$ cat config.mk
export PLATFORM = sky130hd
export DESIGN_NAME = pcie_rr_arbiter
export DESIGN_NICKNAME = d
export VERILOG_FILES = /design/src/rtl/pcie_rr_arbiter.sv
export SDC_FILE = /design/constraint.sdc
export NUM_CORES = 1
export LEC_CHECK = 0
export ABC_CLOCK_PERIOD_IN_PS = 6300
export CAP_MARGIN = 15
export CORE_AREA = 2 2 170 172
export CTS_CLUSTER_DIAMETER = 30
export CTS_CLUSTER_SIZE = 14
export DETAILED_ROUTE_END_ITERATION = 8
export DIE_AREA = 0 0 172 174
export PLACE_DENSITY = 0.56
export RECOVER_POWER = 50
export SETUP_SLACK_MARGIN = 0.1
export SLEW_MARGIN = 20
export SYNTH_ARGS = -nofsm -noshare
export SYNTH_HDL_FRONTEND = slang
export SYNTH_SLANG_ARGS = --single-unit
export TNS_END_PERCENT = 30
$ cat constraint.sdc
create_clock -name clock -period 6.3 [get_ports clock]
set_input_delay 1.26 -clock clock [delete_from_list [all_inputs] [get_ports clock]]
set_output_delay 1.26 -clock clock [all_outputs]
set_load 0.05 [all_outputs]
$ cat src/rtl/pcie_rr_arbiter.sv
`default_nettype none
`timescale 1ns/1ps
// ============================================================================
//  Module   : pcie_rr_arbiter
//  Brief    : Round-robin arbiter merging per-channel 512-byte read requests
//             into one request stream for the TLP generator. Outstanding
//             requests are credit-limited and retired on the final completion
//             qword of each block.
//  Revision : 1.0 - initial release
// ============================================================================
module pcie_rr_arbiter #(
    parameter int NCH     = 4,
    parameter int MAX_OUT = 16
) (
    input  logic              clock,
    input  logic              reset,
    input  logic              pio_wvalid,
    input  logic [3:0]        pio_addr,
    input  logic [63:0]       pio_wdata,
    input  logic [NCH-1:0]    ch_rr_valid,
    input  logic [NCH*64-1:0] ch_rr_addr,
    output logic [NCH-1:0]    ch_rr_ready,
    output logic              req_valid,
    output logic [63:0]       req_addr,
    output logic [7:0]        req_tag,
    input  logic              req_ready,
    input  logic              rc_valid,
    input  logic [7:0]        rc_tag,
    input  logic [5:0]        rc_index,
    output logic [7:0]        outstanding
);

    localparam int              c_GW        = (NCH > 1) ? $clog2(NCH) : 1;
    localparam logic [7:0]      c_MAX_OUT   = 8'(MAX_OUT);
    localparam logic [5:0]      c_NCH       = 6'(NCH);
    localparam logic [c_GW-1:0] c_LAST_INIT = c_GW'(NCH - 1);
    localparam logic [3:0]      c_MASK_ADDR = 4'd8;

    localparam logic [1:0] c_IDLE  = 2'd0;
    localparam logic [1:0] c_ISSUE = 2'd1;
    localparam logic [1:0] c_GAP   = 2'd2;

    logic [1:0]      r_state;
    logic [NCH-1:0]  r_mask;
    logic [c_GW-1:0] r_grant;
    logic [c_GW-1:0] r_last_grant;
    logic [63:0]     r_req_addr;
    logic [7:0]      r_req_tag;
    logic [7:0]      r_out;

    logic [63:0]     w_ch_addr [NCH];
    logic [NCH-1:0]  w_elig;
    logic            w_found;
    logic [c_GW-1:0] w_sel;
    logic [c_GW-1:0] w_rot;
    logic            w_credit;
    logic            w_done;
    logic            w_inc;
    logic            w_dec;
    logic            w_unused;

    // Split the flat address bus into one 64-bit word per channel
    for (genvar gi = 0; gi < NCH; gi++) begin : g_unpack
        assign w_ch_addr[gi] = ch_rr_addr[64*gi +: 64];
    end

    assign w_elig   = ch_rr_valid & r_mask;
    assign w_credit = (r_out < c_MAX_OUT);

    // The last qword of a block retires one request, but only for tags that
    // map onto an existing channel; a retire at zero is a stray and dropped.
    assign w_done = rc_valid && (rc_index == 6'h3F) && ({1'b0, rc_tag[7:3]} < c_NCH);
    assign w_inc  = (r_state == c_ISSUE) && req_ready;
    assign w_dec  = w_done && (r_out != 8'd0);

    // Round-robin search: first eligible channel after the last grant
    always_comb begin
        w_found = 1'b0;
        w_sel   = '0;
        w_rot   = '0;
        for (int k = 1; k <= NCH; k++) begin
            w_rot = c_GW'((int'(r_last_grant) + k) % NCH);
            if (!w_found && w_elig[w_rot]) begin
                w_found = 1'b1;
                w_sel   = w_rot;
            end
        end
    end

    // Channel enable mask, written through the PIO register port
    always_ff @(posedge clock) begin
        if (reset) begin
            r_mask <= '1;
        end else if (pio_wvalid && (pio_addr == c_MASK_ADDR)) begin
            r_mask <= pio_wdata[NCH-1:0];
        end
    end

    // Arbitration FSM; channel inputs are only looked at in IDLE because a
    // requester's valid/address are stale during its ready (GAP) cycle.
    always_ff @(posedge clock) begin
        if (reset) begin
            r_state      <= c_IDLE;
            r_grant      <= '0;
            r_last_grant <= c_LAST_INIT;
            r_req_addr   <= '0;
            r_req_tag    <= '0;
        end else begin
            case (r_state)
                c_IDLE: begin
                    if (w_credit && w_found) begin
                        r_grant    <= w_sel;
                        r_req_addr <= w_ch_addr[w_sel];
                        r_req_tag  <= {5'(w_sel), w_ch_addr[w_sel][11:9]};
                        r_state    <= c_ISSUE;
                    end
                end
                c_ISSUE: begin
                    if (req_ready) begin
                        r_last_grant <= r_grant;
                        r_state      <= c_GAP;
                    end
                end
                c_GAP: begin
                    r_state <= c_IDLE;
                end
                default: begin
                    r_state <= c_IDLE;
                end
            endcase
        end
    end

    // In-flight counter; a simultaneous issue and retire cancel out
    always_ff @(posedge clock) begin
        if (reset) begin
            r_out <= 8'd0;
        end else if (w_inc && !w_dec) begin
            r_out <= r_out + 8'd1;
        end else if (!w_inc && w_dec) begin
            r_out <= r_out - 8'd1;
        end
    end

    // Acceptance pulse to the granted channel during the GAP cycle
    always_comb begin
        ch_rr_ready = '0;
        if (r_state == c_GAP) begin
            ch_rr_ready[r_grant] = 1'b1;
        end
    end

    assign req_valid   = (r_state == c_ISSUE);
    assign req_addr    = r_req_addr;
    assign req_tag     = r_req_tag;
    assign outstanding = r_out;

    // Bits of the inputs that carry no meaning for this block
    assign w_unused = ^{pio_wdata, rc_tag[2:0]};

endmodule
`default_nettype wire

==> impl_metrics.toml, run 1 <==
[run_status]
status = "finished clean"

[logic_synthesis]
synth_cells = 500
ys_types = 48
yosys_warnings = 0
synth_top_area_share_pct = 31.52
avgSynthCellArea_um2 = 10.42
syn_area_mm2 = 0.005209
ys_seq_area_share_pct = 31.52
synth_area_leaders = "dfxtp_1 32%, mux2i_1 26%, o221ai_2 18%"
ys_seq_elements = 82
synth_ff_type = "dfxtp_1"
yosysTopAreaCell = "dfxtp_1"
synthArstFlopShare_pct = 0
synth_edf_count = 0

[global_routing]
track_usage_pct = 12.58
grt_start_max_net_pins = 50
antenna_found_initial = 1
grt_pass1_wl_um = 28800
grt_pass1_vias = 5090
grt-ovfl-total = 0

[clock_network]
cts_buffer_depth = 2
cts-htree-levels = 3
postCtsSetupBuffers = 0
cts_buffers = 9
cts_tree = "done"
cts-root-buf = "clkbuf_16"
cts.sinks = 82
clkLatencyLatePin_ns = 0.34
cts.clk_slew.worst_paths_ns = 0.07
cts_resized = 0
holdBufCountCts = 0

[setup_path]
startpoint_type = "input port"
crit_path_top_delay_cell = "clkdlybuf4s50_1"
crit_family = "compound AO/OA/AOI/OAI gates"
worstPathCellList = "clkdlybuf4s50_1 > nand4b_1 > nor4_1 > o21ai_0 > ha_1 > inv_1 > ha_1 > a21oi_1 > o2111ai_1 > o211ai_1 > mux2i_1 > mux2_2"
cp.arrival_ns = 4.15
cp.required_ns = 6.54
crit_type = "in -> reg"
worstPathMaxFanout = 9
cp_common_cell = "ha_1"
end_kind = "flop"
crit_buf_inv = 2
max_stage_delay_ns = 0.46

[drt]
finalWirelength_um = 20140
drt-pass1-iter-count = 4
viasPerCell = 4.220
drc = 0
ant_nets = 0
wl_per_cell_um = 16.38
drt_iter0_markers = 194
vias = 5191

[sta]
slew_viol_final = 0
max_freq_mhz = 255.5
hold_violations = 0
layout_min_cycle_time_ns = 3.913
worst_pin_slew_ns = 1.090
slew_headroom_pct = 26.64
period_share_pct = 62.11
rsz0062_at_grt = "false"
finalSetupViolCount = 0
fin_setup_tns_ns = 0
fin_skew_ns = 0.008842

[floorplanning]
core_mm2 = 0.02824
die_w_um = 172
die_area_mm2 = 0.02993
num_rows = 62
ioPinCount = 432
initial_core_util_pct = 18.45
dieHeight_um = 174

[power]
power_density_mw_per_mm2 = 418.6
leakagePower_nw = 3.687
vdd_drop_max_mv = 0.1845
p_total_mw = 3.960

[min_path]
hp-class = "reg -> reg"

[finish]
area_growth_pct = 81.60
nNetsFinal = 1197
drive_gt1_share_pct = 10.76
antennaDiodeCount = 0

[flow_run]
cap_viol_max_count = 0

[placement]
portBuffers = 363
place.gp.congestion = 0.7761
dp_hpwl_um = 15550
-- cell families (layout without fill, tap and decap cells) --
family / after synthesis / count (layout) / synth area share [%]
AOI/OAI and AO/OA: 87 / 87 / 21.38
and+or+nand+nor: 131 / 131 / 11.51
buffers and inverters: 48 / 392 / 6.005
adders and majority gates: 9 / 9 / 2.306
muxes: 138 / 138 / 26.54
other: 1 / 3 / 0.07199
xor gates and xnor gates: 4 / 4 / 0.6727
DFF: 82 / 82 / 31.52
-- metal layers --
metal  GRT usage (%)  wire (um)  vias up
met5               0         12        -
li1                -          -     2578
met1           14.03       8131     2375
met3           3.347       1748       16
met2           23.19       9956      220
met4           3.536        295        2
-- sequential cells by signal (all words and copies together) (netlist names) --
| register | flops |
|---|---|
| r_grant | 2 |
| r_last_grant | 2 |
| outstanding | 8 |
| req_addr | 64 |
| r_mask | 4 |
| r_state | 2 |
-- cell usage in the layout (no fill, tap or decap), types with 3 or more instances in the layout --
cell type and instances:
a21oi_1 5, buf_4 6, clkbuf_16 9, clkdlybuf4s50_1 287, conb_1 3, dfxtp_1 82
dlygate4sd3_1 76, ha_1 8, inv_1 4, mux2i_1 137, nand2_1 83, nand3_1 7
nor2_1 15, nor2b_1 3, nor4_1 3, o2111ai_1 3, o211ai_1 3, o221ai_1 4
o221ai_2 61, xor2_1 3
-- synth_stat cells, types with 2 or more instances --
library cell	number
o211ai_1	3
dfxtp_1	82
nand3b_1	2
mux2i_1	137
clkbuf_1	18
nand3_1	8
nor2_1	15
a21oi_1	5
buf_6	14
nand4_1	2
ha_1	8
nor2b_1	3
xor2_1	3
nor4bb_1	2
o221ai_1	4
and2_1	2
buf_4	6
o221ai_2	61
or3_1	2
nor4_1	3
nand2_1	83
o21ai_0	2
buf_2	4
inv_1	4
o2111ai_1	3
a22o_1	2
-- report_power, final --
group	internal (mW)	switching, mW	leakage (nW)
Combinational	0.894	1.59	2.86
Sequential	0.763	0.146	0.675
Clock	0.321	0.243	0.150
-- path summary, 6_finish.rpt --
kind	cells past startpoint	slack [ns]	start	endpoint
max	12	2.39	rc_index[4]	outstanding[7]$_SDFFE_PP0P_
min	2	0.46	req_addr[45]$_SDFFE_PP0P_	req_addr[45]$_SDFFE_PP0P_
max reg2reg	10	3.26	outstanding[4]$_SDFFE_PP0P_	outstanding[7]$_SDFFE_PP0P_
min reg2reg	2	0.46	req_addr[45]$_SDFFE_PP0P_	req_addr[45]$_SDFFE_PP0P_
-- area by class of cell --
type                    count  area, um^2
flip-flops and latches     82        1642
clock buffers              11       242.7
fillers                  2927       18780
multi-input cells         372        3296
well taps                 384       480.5
inverters                   5       18.77
clock inverters             5       61.31
repair buffers            371        3719
-- metrics by stage --
| step | std cells | worst slack [ns] | util [%] | instance area, um^2 | hold WS, ns |
|---|---|---|---|---|---|
| 3_3_place_gp | 1214 | 2.000 | 32.42 | 9155 | 0.4446 |
| 5_1_grt | 1230 | 2.161 | 33.50 | 9459 | 0.4877 |
| 2_1_floorplan | 502 | 2.786 | - | 5216 | 0.4650 |
| 6_report | 1230 | 2.387 | 33.50 | 9459 | 0.4579 |
| 4_1_cts | 1230 | 2.350 | 33.50 | 9459 | 0.4652 |
| 3_5_place_dp | 1214 | 1.976 | 32.42 | 9155 | 0.4496 |
-- worst min-delay path: stages (launching register included) --
cell and delay [ns]:
dfxtp_1 0.32, nand2_1 0.06, o221ai_2 0.05
(Power assumes the default switching activity.)
==> inputs of run 2 (changes only) <==
ABC_CLOCK_PERIOD_IN_PS = 3600   (was 6300)
CORE_AREA = 2 2 166 168   (was 2 2 170 172)
DIE_AREA = 0 0 168 170   (was 0 0 172 174)
PLACE_DENSITY = 0.6   (was 0.56)
clock period = 3.6 ns   (was 6.3 ns; I/O delays follow)
==> run 2 against run 1 <==
Effect of this change:
- sequential share of layout area shrank 0.17 points
- sequential power grew 76%
- largest cell class unchanged
- flip-flop and latch count is the same
- critical endpoint unchanged
- clock skew grew 0.0022 ns
- highest routed layer is now met4
- design area grew 0.99%
==> impl_metrics.toml, run 2 (same netlist as run 1, synthesis figures left out) <==
[setup_path]
reg2reg_to = "outstanding[7]$_SDFFE_PP0P_"
worstPathMaxFanout = 5
end_kind = "flop"
crit_path_top_delay_cell = "clkdlybuf4s50_1"
rr_startpoint = "outstanding[0]$_SDFFE_PP0P_"
crit_buf_inv = 4
cp.required_ns = 3.83
crit_family = "buffers and inverters"
crit_type = "in -> reg"
worstPathCellList = "clkdlybuf4s50_1 > nand4b_1 > nor4_2 > buf_4 > o21ai_0 > ha_1 > inv_2 > buf_4 > ha_1 > nand3_1 > o2111ai_1 > o211ai_1 > mux2i_1 > mux2_2"
reg2regPathDepth = 11
max_stage_delay_ns = 0.40
reg2reg_slack_ns = 0.61
cp.arrival_ns = 3.47
startpoint_type = "input port"

[clock_network]
cts-root-buf = "clkbuf_16"
cts_tree = "done"
cts-htree-levels = 3
cts_buffer_depth = 2
holdBufCountCts = 0
postCtsSetupBuffers = 0
cts_buffers = 9
cts.clk_slew.worst_paths_ns = 0.07
clkLatencyLatePin_ns = 0.34
cts.sinks = 82

[finish]
drive_gt1_share_pct = 12.33
layout_common_cells = "290 x clkdlybuf4s50_1, 137 x mux2i_1, 83 x nand2_1"
layout_commonest_cell = "clkdlybuf4s50_1"
area_growth_pct = 83.40
antennaDiodeCount = 0
largest_register_ffs = 64
fin_cells = 1201
nNetsFinal = 1212
final_core_util_pct = 35.85
design_area_mm2 = 0.009553

[floorplanning]
core_mm2 = 0.02665
die_area_mm2 = 0.02856
ioPinCount = 432
dieHeight_um = 170
num_rows = 60
die_w_um = 168
initial_core_util_pct = 19.54

[placement]
placed_cell_area_mm2 = 0.009264
place_ws_ns = -0.1515
portBuffers = 363
dp_hpwl_um = 15660
place_inst = 1186
place.gp.congestion = 0.7852

[drt]
drc = 0
vias = 5190
wl_per_cell_um = 16.48
drt-pass1-iter-count = 5
finalWirelength_um = 19790
drt_iter0_markers = 207
ant_nets = 0
viasPerCell = 4.321

[sta]
layout_min_cycle_time_ns = 3.239
period_share_pct = 89.97
fin_hold_ws_ns = 0.4561
hold_violations = 0
slew_viol_final = 0
fin_setup_tns_ns = 0
finalSetupViolCount = 0
rsz0062_at_grt = "false"
fin_skew_ns = 0.01101
slew_headroom_pct = 45.38
max_freq_mhz = 308.8
worst_slack_ns = 0.3612
worst_pin_slew_ns = 0.8192

[global_routing]
track_usage_pct = 13.27
grt-ovfl-total = 0
grt_pass1_vias = 5185
antenna_found_initial = 0
grt_start_max_net_pins = 65
grt_pass1_wl_um = 29680

[run_status]
status = "finished clean"

[power]
power_density_mw_per_mm2 = 735.2
leakagePower_nw = 3.752
vdd_drop_max_mv = 0.3961
p_total_mw = 7.024

[min_path]
hp-class = "reg -> reg"
hold-path-endpoint = "req_addr[25]$_SDFFE_PP0P_"
min_path_cells = 2
hp-start = "req_addr[25]$_SDFFE_PP0P_"

[flow_run]
cap_viol_max_count = 0
==> run 2: cell count changes in the layout (fill, tap and decap cells not counted), sizes merged <==
cell	before	now
buf	8	22
clkbuf	11	12
clkdlybuf4s50	287	290
clkinv	4	1
clkinvlp	0	3
dlygate4sd3	76	73
inv	5	4
==> run 2: cell type report <==
| cell class | count | area [um^2] |
|---|---|---|
| fillers | 2674 | 17100 |
| repair buffers | 386 | 3877 |
| inverters | 5 | 18.77 |
| clock inverters | 4 | 52.55 |
| flip-flops and latches | 82 | 1642 |
| multi-input cells | 372 | 3293 |
| clock buffers | 11 | 242.7 |
| well taps | 341 | 426.7 |
==> run 2: worst max path at each step <==
stage               cells past startpoint                           to               startpoint  slack (ns)
finish                                 14  outstanding[7]$_SDFFE_PP0P_                rc_tag[7]        0.36
global placement                       13  outstanding[7]$_SDFFE_PP0P_              rc_index[0]       -0.15
detailed placement                     13  outstanding[7]$_SDFFE_PP0P_                rc_tag[7]       -0.15
floorplan                              10  outstanding[7]$_SDFFE_PP0P_  r_state[0]$_SDFFE_PP0P_        0.26
CTS                                    13  outstanding[7]$_SDFFE_PP0P_                rc_tag[7]        0.20
global route                           14  outstanding[7]$_SDFFE_PP0P_                rc_tag[7]        0.17
==> run 2: repair_timing <==
| action | in CTS | in global routing |
|---|---|---|
| hold endpoints to repair | 0 | 0 |
| setup endpoints to repair | 0 | 1 |
| gates resized for setup | 0 | 3 |
==> run 2: routing by layer <==
layer	share of wire (%)	track usage [%]	vias to the layer above
met5	0	0	-
met2	49	23.10	210
met3	7.6	3.837	13
met4	1.1	3.214	0
met1	42	16.10	2360
li1	-	-	2607
==> run 2: tightest hold or removal path: stages (launching register included) <==
cell and delay, ns:
dfxtp_1 0.32, nand2_1 0.06, o221ai_2 0.05
==> run 2: power breakdown <==
part	total, mW	switching (mW)	internal [mW]
combinational	4.47	2.81	1.66
clock	0.960	0.406	0.554
sequential	1.60	0.260	1.34
